`src/rtl/izh_neuron_scheduler.sv`:
```
// rtl/izh_neuron_scheduler.sv - time-multiplexed Izhikevich neuron scheduler with spike event FIFO
module izh_neuron_scheduler #(
    parameter int N_NEURONS  = 8,
    parameter int ID_W       = 3,
    parameter int FIFO_DEPTH = 4
) (
    input  logic            clk,
    input  logic            reset_n,
    input  logic            tick_start,
    output logic            busy,
    output logic            done,
    input  logic            cur_we,
    input  logic [ID_W-1:0] cur_addr,
    input  logic [7:0]      cur_data,
    output logic [15:0]     dp_v,
    output logic [15:0]     dp_u,
    output logic [7:0]      dp_i,
    input  logic [15:0]     dp_v_next,
    input  logic [15:0]     dp_u_next,
    input  logic            dp_spike,
    output logic            evt_valid,
    input  logic            evt_ready,
    output logic [ID_W-1:0] evt_id,
    output logic            evt_overflow,
    input  logic            ovf_clear
);

    localparam int PW = (FIFO_DEPTH > 1) ? $clog2(FIFO_DEPTH) : 1;

    typedef enum logic [1:0] {S_IDLE, S_FETCH, S_EVAL, S_DONE} state_t;

    state_t          state;
    state_t          state_nx;
    logic [ID_W-1:0] idx;
    logic            last_idx;

    logic [15:0]     v_mem   [N_NEURONS];
    logic [15:0]     u_mem   [N_NEURONS];
    logic [7:0]      cur_mem [N_NEURONS];

    logic [ID_W-1:0] fifo_mem [FIFO_DEPTH];
    logic [PW-1:0]   wr_ptr;
    logic [PW-1:0]   rd_ptr;
    logic [PW:0]     count;
    logic            full;
    logic            push_req;
    logic            pop;
    logic            do_push;
    logic            drop;

    assign last_idx  = (idx == ID_W'(N_NEURONS - 1));
    assign busy      = (state != S_IDLE);
    assign done      = (state == S_DONE);

    assign evt_valid = (count != '0);
    assign evt_id    = fifo_mem[rd_ptr];
    assign full      = (count == (PW+1)'(FIFO_DEPTH));
    assign push_req  = (state == S_EVAL) && dp_spike;
    assign pop       = evt_valid && evt_ready;
    // A full FIFO still accepts a push when the head leaves in the same cycle.
    assign do_push   = push_req && (!full || pop);
    assign drop      = push_req && full && !pop;

    // State register; reset aborts any timestep in flight.
    always_ff @(posedge clk or negedge reset_n) begin
        if (!reset_n) state <= S_IDLE;
        else          state <= state_nx;
    end

    // Next-state logic: one FETCH/EVAL pair per neuron, then a single DONE cycle.
    always_comb begin
        state_nx = state;
        case (state)
            S_IDLE:  if (tick_start) state_nx = S_FETCH;
            S_FETCH: state_nx = S_EVAL;
            S_EVAL:  state_nx = last_idx ? S_DONE : S_FETCH;
            S_DONE:  state_nx = S_IDLE;
            default: state_nx = S_IDLE;
        endcase
    end

    // Neuron index: cleared at timestep start, advanced after each EVAL.
    always_ff @(posedge clk or negedge reset_n) begin
        if (!reset_n)                          idx <= '0;
        else if (state == S_IDLE && tick_start) idx <= '0;
        else if (state == S_EVAL && !last_idx)  idx <= idx + ID_W'(1);
    end

    // Datapath operand registers; they only change in FETCH.
    always_ff @(posedge clk or negedge reset_n) begin
        if (!reset_n) begin
            dp_v <= '0;
            dp_u <= '0;
            dp_i <= '0;
        end else if (state == S_FETCH) begin
            dp_v <= v_mem[idx];
            dp_u <= u_mem[idx];
            dp_i <= cur_mem[idx];
        end
    end

    // State writeback of the datapath result for the neuron under evaluation.
    always_ff @(posedge clk or negedge reset_n) begin
        if (!reset_n) begin
            for (int n = 0; n < N_NEURONS; n++) begin
                v_mem[n] <= '0;
                u_mem[n] <= '0;
            end
        end else if (state == S_EVAL) begin
            v_mem[idx] <= dp_v_next;
            u_mem[idx] <= dp_u_next;
        end
    end

    // Input current file, writable at any time; a same-cycle FETCH sees the old value.
    always_ff @(posedge clk or negedge reset_n) begin
        if (!reset_n) begin
            for (int n = 0; n < N_NEURONS; n++) cur_mem[n] <= '0;
        end else if (cur_we && (int'(cur_addr) < N_NEURONS)) begin
            cur_mem[cur_addr] <= cur_data;
        end
    end

    // Spike event FIFO; never stalls the timestep, drops on overflow instead.
    always_ff @(posedge clk or negedge reset_n) begin
        if (!reset_n) begin
            for (int e = 0; e < FIFO_DEPTH; e++) fifo_mem[e] <= '0;
            wr_ptr <= '0;
            rd_ptr <= '0;
            count  <= '0;
        end else begin
            if (do_push) begin
                fifo_mem[wr_ptr] <= idx;
                wr_ptr           <= wr_ptr + PW'(1);
            end
            if (pop) rd_ptr <= rd_ptr + PW'(1);
            if (do_push && !pop)      count <= count + (PW+1)'(1);
            else if (!do_push && pop) count <= count - (PW+1)'(1);
        end
    end

    // Sticky overflow flag; a drop in the same cycle as a clear keeps it set.
    always_ff @(posedge clk or negedge reset_n) begin
        if (!reset_n)       evt_overflow <= 1'b0;
        else if (drop)      evt_overflow <= 1'b1;
        else if (ovf_clear) evt_overflow <= 1'b0;
    end

endmodule

```
`config.mk`:
```
export PLATFORM = sky130hd
export DESIGN_NAME = izh_neuron_scheduler
export DESIGN_NICKNAME = d
export VERILOG_FILES = /design/src/rtl/izh_neuron_scheduler.sv
export SDC_FILE = /design/constraint.sdc
export NUM_CORES = 1
export LEC_CHECK = 0
export CAP_MARGIN = 20
export CELL_PAD_IN_SITES_DETAIL_PLACEMENT = 0
export CELL_PAD_IN_SITES_GLOBAL_PLACEMENT = 2
export CORE_ASPECT_RATIO = 0.5
export CORE_UTILIZATION = 30
export CTS_BUF_LIST = sky130_fd_sc_hd__clkbuf_16
export DETAILED_ROUTE_END_ITERATION = 16
export GPL_ROUTABILITY_DRIVEN = 0
export GPL_TIMING_DRIVEN = 0
export HOLD_SLACK_MARGIN = 0.12
export PLACE_DENSITY_LB_ADDON = 0.1
export SLEW_MARGIN = 20
export SYNTH_ARGS = -nofsm -noshare
export SYNTH_HDL_FRONTEND = slang
export SYNTH_SLANG_ARGS = --single-unit
```
`constraint.sdc`:
```
create_clock -name clk -period 6.2 [get_ports clk]
set_input_delay 1.24 -clock clk [delete_from_list [all_inputs] [get_ports clk]]
set_output_delay 1.24 -clock clk [all_outputs]
set_load 0.05 [all_outputs]
```
## After elaboration in Yosys (flattened, before gate mapping)

Index checks and enable logic that the tools add are counted.

- Register bits after elaboration: 385
- Input port bits: 50
- Logic and storage cells: 113
- Output and inout bits: 47

- Bitwise gates (word level): 4
- $lt $le $gt $ge: 7
- Add/sub/neg operators: 5
- Multiplexer cells: 31
- Equal/unequal tests: 6
- Reductions and logical operators: 23

Operators with widths:

| cell | count |
|---|---|
| bitwise mux 128 bit | 2 |
| binary-select mux 16 bit (select 3 bit) | 2 |
| 2-to-1 mux 16 bit | 5 |
| bitwise mux 64 bit | 1 |
| demux 16 bit (select 3 bit) | 1 |
| binary-select mux 8 bit (select 3 bit) | 1 |
| demux 8 bit (select 3 bit) | 1 |
| 2-to-1 mux 8 bit | 3 |
| 2-to-1 mux 3 bit | 7 |
| bitwise mux 12 bit | 1 |
| logical AND 1 bit | 12 |
| >= comparator 4 bit, second input constant | 2 |
| less-than comparator 4 x 1 -> 1 bit, second input constant | 2 |
| NOT 3 -> 4 bit | 2 |
| case mux 2 bit (4 select lines) | 1 |
| nonzero test 2 bit | 4 |
| adder 3 x 1 -> 3 bit, second input constant | 2 |
| binary-select mux 3 bit (select 2 bit) | 1 |
| demux 3 bit (select 2 bit) | 1 |
| equality test 3 bit, second input constant | 2 |
| >= comparator 3 bit, second input constant | 2 |
| NOT 2 -> 3 bit | 2 |
| adder 2 x 1 -> 2 bit, second input constant | 2 |
| equality test 2 bit, second input constant | 2 |
| other kinds (10) | 15 |

## Longest topological paths before layout

- Depth in word-level cells: 8
- Depth in mapped cells: 10

## Least setup slack after synthesis

Ideal clock, no wire load.

- Path kind: input to register
- From: input evt_ready
- To: register count[1]
- Data arrival time: 2.968 ns
- Cell stages on the path: 7
- Required time: 6.075 ns
- Setup slack: 3.107 ns
- Cells stage by stage: or4b_1 -> clkbuf_1 -> and2_1 -> ha_1 -> inv_1 -> fa_1 -> mux2_2

- Longest elaborated chain between the ends: 6
- Elaborated cells between the ends (all ways): 9
- Those cells by class: mux (1); reduce/logical (8)

Ends and longest elaborated chain:

| what | line | text |
|---|---|---|
| start, declared | 22 | `input logic evt_ready,` |
| logical AND 1 bit * | 59 | `assign pop = evt_valid && evt_ready;` |
| logical OR 1 bit * | 61 | `assign do_push = push_req && (!full \|\| pop);` |
| logical AND 1 bit * | 61 |  |
| named net do_push | 48 | `logic do_push;` |
| zero test 1 bit | 138 | `else if (!do_push && pop) count <= count - (PW+1)'(1);` |
| logical AND 1 bit | 138 |  |
| nonzero test 2 bit (no line) | -- |  |
| end signal, assigned | 137 | `if (do_push && !pop) count <= count + (PW+1)'(1);` |
| end signal, assigned | 138 |  |
| end, declared | 44 | `logic [PW:0] count;` |

The timed path passes the listed nets; every way through them passes the cells marked *.
A chain may end at the register's enable or synchronous reset.

## Worst setup path after layout

- From: register rd_ptr[0]
- To: output evt_id[2]

- Longest elaborated chain between the ends: 4

Ends and longest elaborated chain:

| what | line | text |
|---|---|---|
| start, declared | 43 | `logic [PW-1:0] rd_ptr;` |
| start signal, assigned | 136 | `if (pop) rd_ptr <= rd_ptr + PW'(1);` |
| NOT 2 -> 3 bit (implied by the code) | 56 | `assign evt_id = fifo_mem[rd_ptr];` |
| binary-select mux 3 bit (select 2 bit) | 56 |  |
| 2-to-1 mux 3 bit (implied by the code) (2 in a row) | 56 |  |
| end, declared | 23 | `output logic [ID_W-1:0] evt_id,` |

No other way between the ends. The select of a mux whose other input is x is not followed.

==> metrics.txt <==
Top FF cell, synth dfrtp_1; Seq cells post-synth 385; PD cells about 520 mW/mm2; combinational power share 0.421; fin nets between 1,000 and 1,500; Max-Slew Margin vs Limit 0.247; final hold violations 0; crit share post-route 0.598; outcome finished clean; sequential area share after synthesis 0.557; WP buf/inv 2; Critical Path Sink Type output port; CTS Sinks roughly 390; Sw Ratio 0.372; RSZ-0062 raised after global routing false; worst hold margin approximately 0.48 ns; core footprint 0.0563 mm2; Final WS setup between 2 and 2.5 ns; Seq pwr share 0.368; area leader, netlist dfrtp_1; vias in the first global route ~11,000; Hold-fix buffers, CTS 0; Syn-to-layout area delta 18.4%; insertion delay to the later sink of the worst-skew pair approximately 0.53 ns; placed cell areas around 0.019 mm2; most frequent cells in the layout dfrtp_1, mux2_2, mux2i_1; Synth cell types between 40 and 50; largest net degree at the start of global routing 80; HPWL after DPL about 32,000 um; DR DRC count 0; initial antenna violation count 0; maximum fanout along the worst path 5; # diodes 0; Critical Path RT around 5 ns; I/O pin cnt 97; Resized Gates After CTS 0; Layout Cell Area excl Fill between 0.02 and 0.025 mm2; Max Fclk between 200 and 300 MHz; Clk pin slew, worst setup/hold paths about 0.06 ns; Place WS 2.49 ns; first-pass GRT wire length roughly 75,000 um; cells after synthesis ~1,200; all-layer global routing usage 0.173; Bufs on Longest Clock Path 3; TritonCTS Buffers 40; wire per inst between 20 and 25 um; DR iter-0 viols ~470; Worst-Margin Slew approximately 1.1 ns; antenna-violating nets left 0; Cell Rows a little over 60; DIE WIDTH between 300 and 400 um; crit-path leading delay family buffers and inverters; MaxCap Viol Count 0; Vias between 10,000 and 15,000; flip-flop and latch area around 0.0096 mm2; Slew Viols, Final 0; H-tree levels 2; Yosys warnings 0; WS Path Type register to output port; startpoint type of the worst setup path register; footprint of the multi-input gates 0.00720 mm2; synthesized cell area ~0.017 mm2; Initial Util 0.308; Clk pwr share 0.211; post-synth top area share 0.557; final setup fails 0; Tmin final approximately 3.7 ns; maximum VDD drop 0.171 mV; Port Buf Inserts slightly above 90; min-delay worst type register to register; grt ovf 0; layout cells sized above 1 0.313; setup bufs post-CTS 0; top cells by area, synth dfrtp_1, mux2_2, mux2i_1, o22a_1, mux2_4; final wirelength approximately 50,000 um; TritonRoute pass-1 iters 4; TritonCTS clock tree yes; Critical Path AT between 2 and 2.5 ns; crit-path cells clkbuf_1 > mux4_2 > clkdlybuf4s50_1; CTS root buf clkbuf_16; Layout Cells excl Fill approximately 2,100; setup TNS 0 ns; commonest non-fill, non-tap cell in the layout dfrtp_1; average size of a mapped cell ~14 um2; Clock Skew about 0.012 ns; CP max stage delay approximately 0.72 ns; Die H 172 um; Internal roughly 6.7 mW; LEAKAGE 8.87 nW; Switching Power ~4.0 mW; Crit-path slowest cell clkdlybuf4s50_1; ys async rst share 1.00; EDFF count, synth 0; Die Area between 0.05 and 0.06 mm2; Via density 4.93; dpl cells between 2,000 and 2,500; syn nets between 1,000 and 1,500; Fillers around 5,400
-- final timing paths --
kind	startpoint	depth (start not counted)	slack [ns]	end
worst max-delay path	rd_ptr[0]	3	2.49	evt_id[2]
worst min-delay path	count[2]	1	0.48	count[2]
worst max register to register	count[0]	7	3.72	count[1]
worst min register to register	count[2]	1	0.48	count[2]
max in group asynchronous	reset_n	4	4.15	u_mem[34]
min in group asynchronous	reset_n	1	0.56	rd_ptr[0]
-- cells by family (layout without fill, tap and decap cells) --
kind of cell             Yosys count  after routing  share of synthesized area
flip-flops                       385            385                      0.557
multiplexers                     497            497                      0.320
AND/OR/NAND/NOR                   82             82                     0.0274
AO/OA/AOI/OAI                    129            129                     0.0590
buffers and inverters             88            256                     0.0273
adder cells (fa/ha/maj)            8              8                    0.00622
XOR/XNOR                           6              6                    0.00304
-- worst reg2reg max path, delay by kind of cell (launching register included) --
family,cells,cell delay [ns]
fa+ha+maj,2,0.62
mux,1,0.27
flops,1,0.43
buf+inv,2,0.29
simple gates,2,0.75
-- power groups by stage --
stage          logic, mW  clock network [mW]  registers, mW
6_report            4.50                2.25           3.94
4_1_cts             4.58                2.34           3.95
3_5_place_dp        4.56                   0           3.99
3_3_place_gp        4.50                   0           3.95
5_1_grt             4.82                2.45           4.06
2_1_floorplan       2.72                   0           4.29
-- per-stage QoR --
stage	util	total power, mW
2_1_floorplan	-	7.01
3_3_place_gp	0.341	8.45
3_5_place_dp	0.343	8.55
4_1_cts	0.364	10.9
5_1_grt	0.364	11.3
6_report	0.364	10.7
-- synth_stat cells, types with 4 or more instances --
cell type and number:
dfrtp_1 385, mux2_2 266, mux2i_1 160, o22a_1 80, nor2_1 42, a31oi_1 40
mux2_1 38, clkbuf_1 30, mux2_4 30, buf_2 27, buf_4 20, ha_1 7
a22o_1 5, inv_1 5, nand3_1 5, nand2_1 4, nand2b_1 4, nor2_2 4
xnor2_1 4
-- sequential cells by signal, summed over array words and instances (netlist names) --
signal and cells:
v_mem 128, dp_i 8, dp_v 16, rd_ptr 2, dp_u 16, cur_mem 64
u_mem 128, idx 3, fifo_mem 12, state 2, wr_ptr 2, evt_overflow 1
count 3
-- metal layers --
layer	wire, um	global-route usage	up-vias
met4	674	0.0333	0
met1	25300	0.251	5602
met3	1840	0.0288	44
met2	22000	0.271	143
li1	-	-	4666
met5	0	0	-
-- final cells by class --
| class | instances | share of cell area |
|---|---|---|
| Clock buffer | 41 | 0.0501 |
| Tap cell | 756 | 0.0461 |
| Multi-Input combinational cell | 722 | 0.351 |
| Clock inverter | 30 | 0.00745 |
| Inverter | 5 | 0.000916 |
| Timing Repair Buffer | 97 | 0.0519 |
| Sequential cell | 385 | 0.470 |
| Buffer | 83 | 0.0223 |
Note: power is estimated with default switching activity, not from simulation.
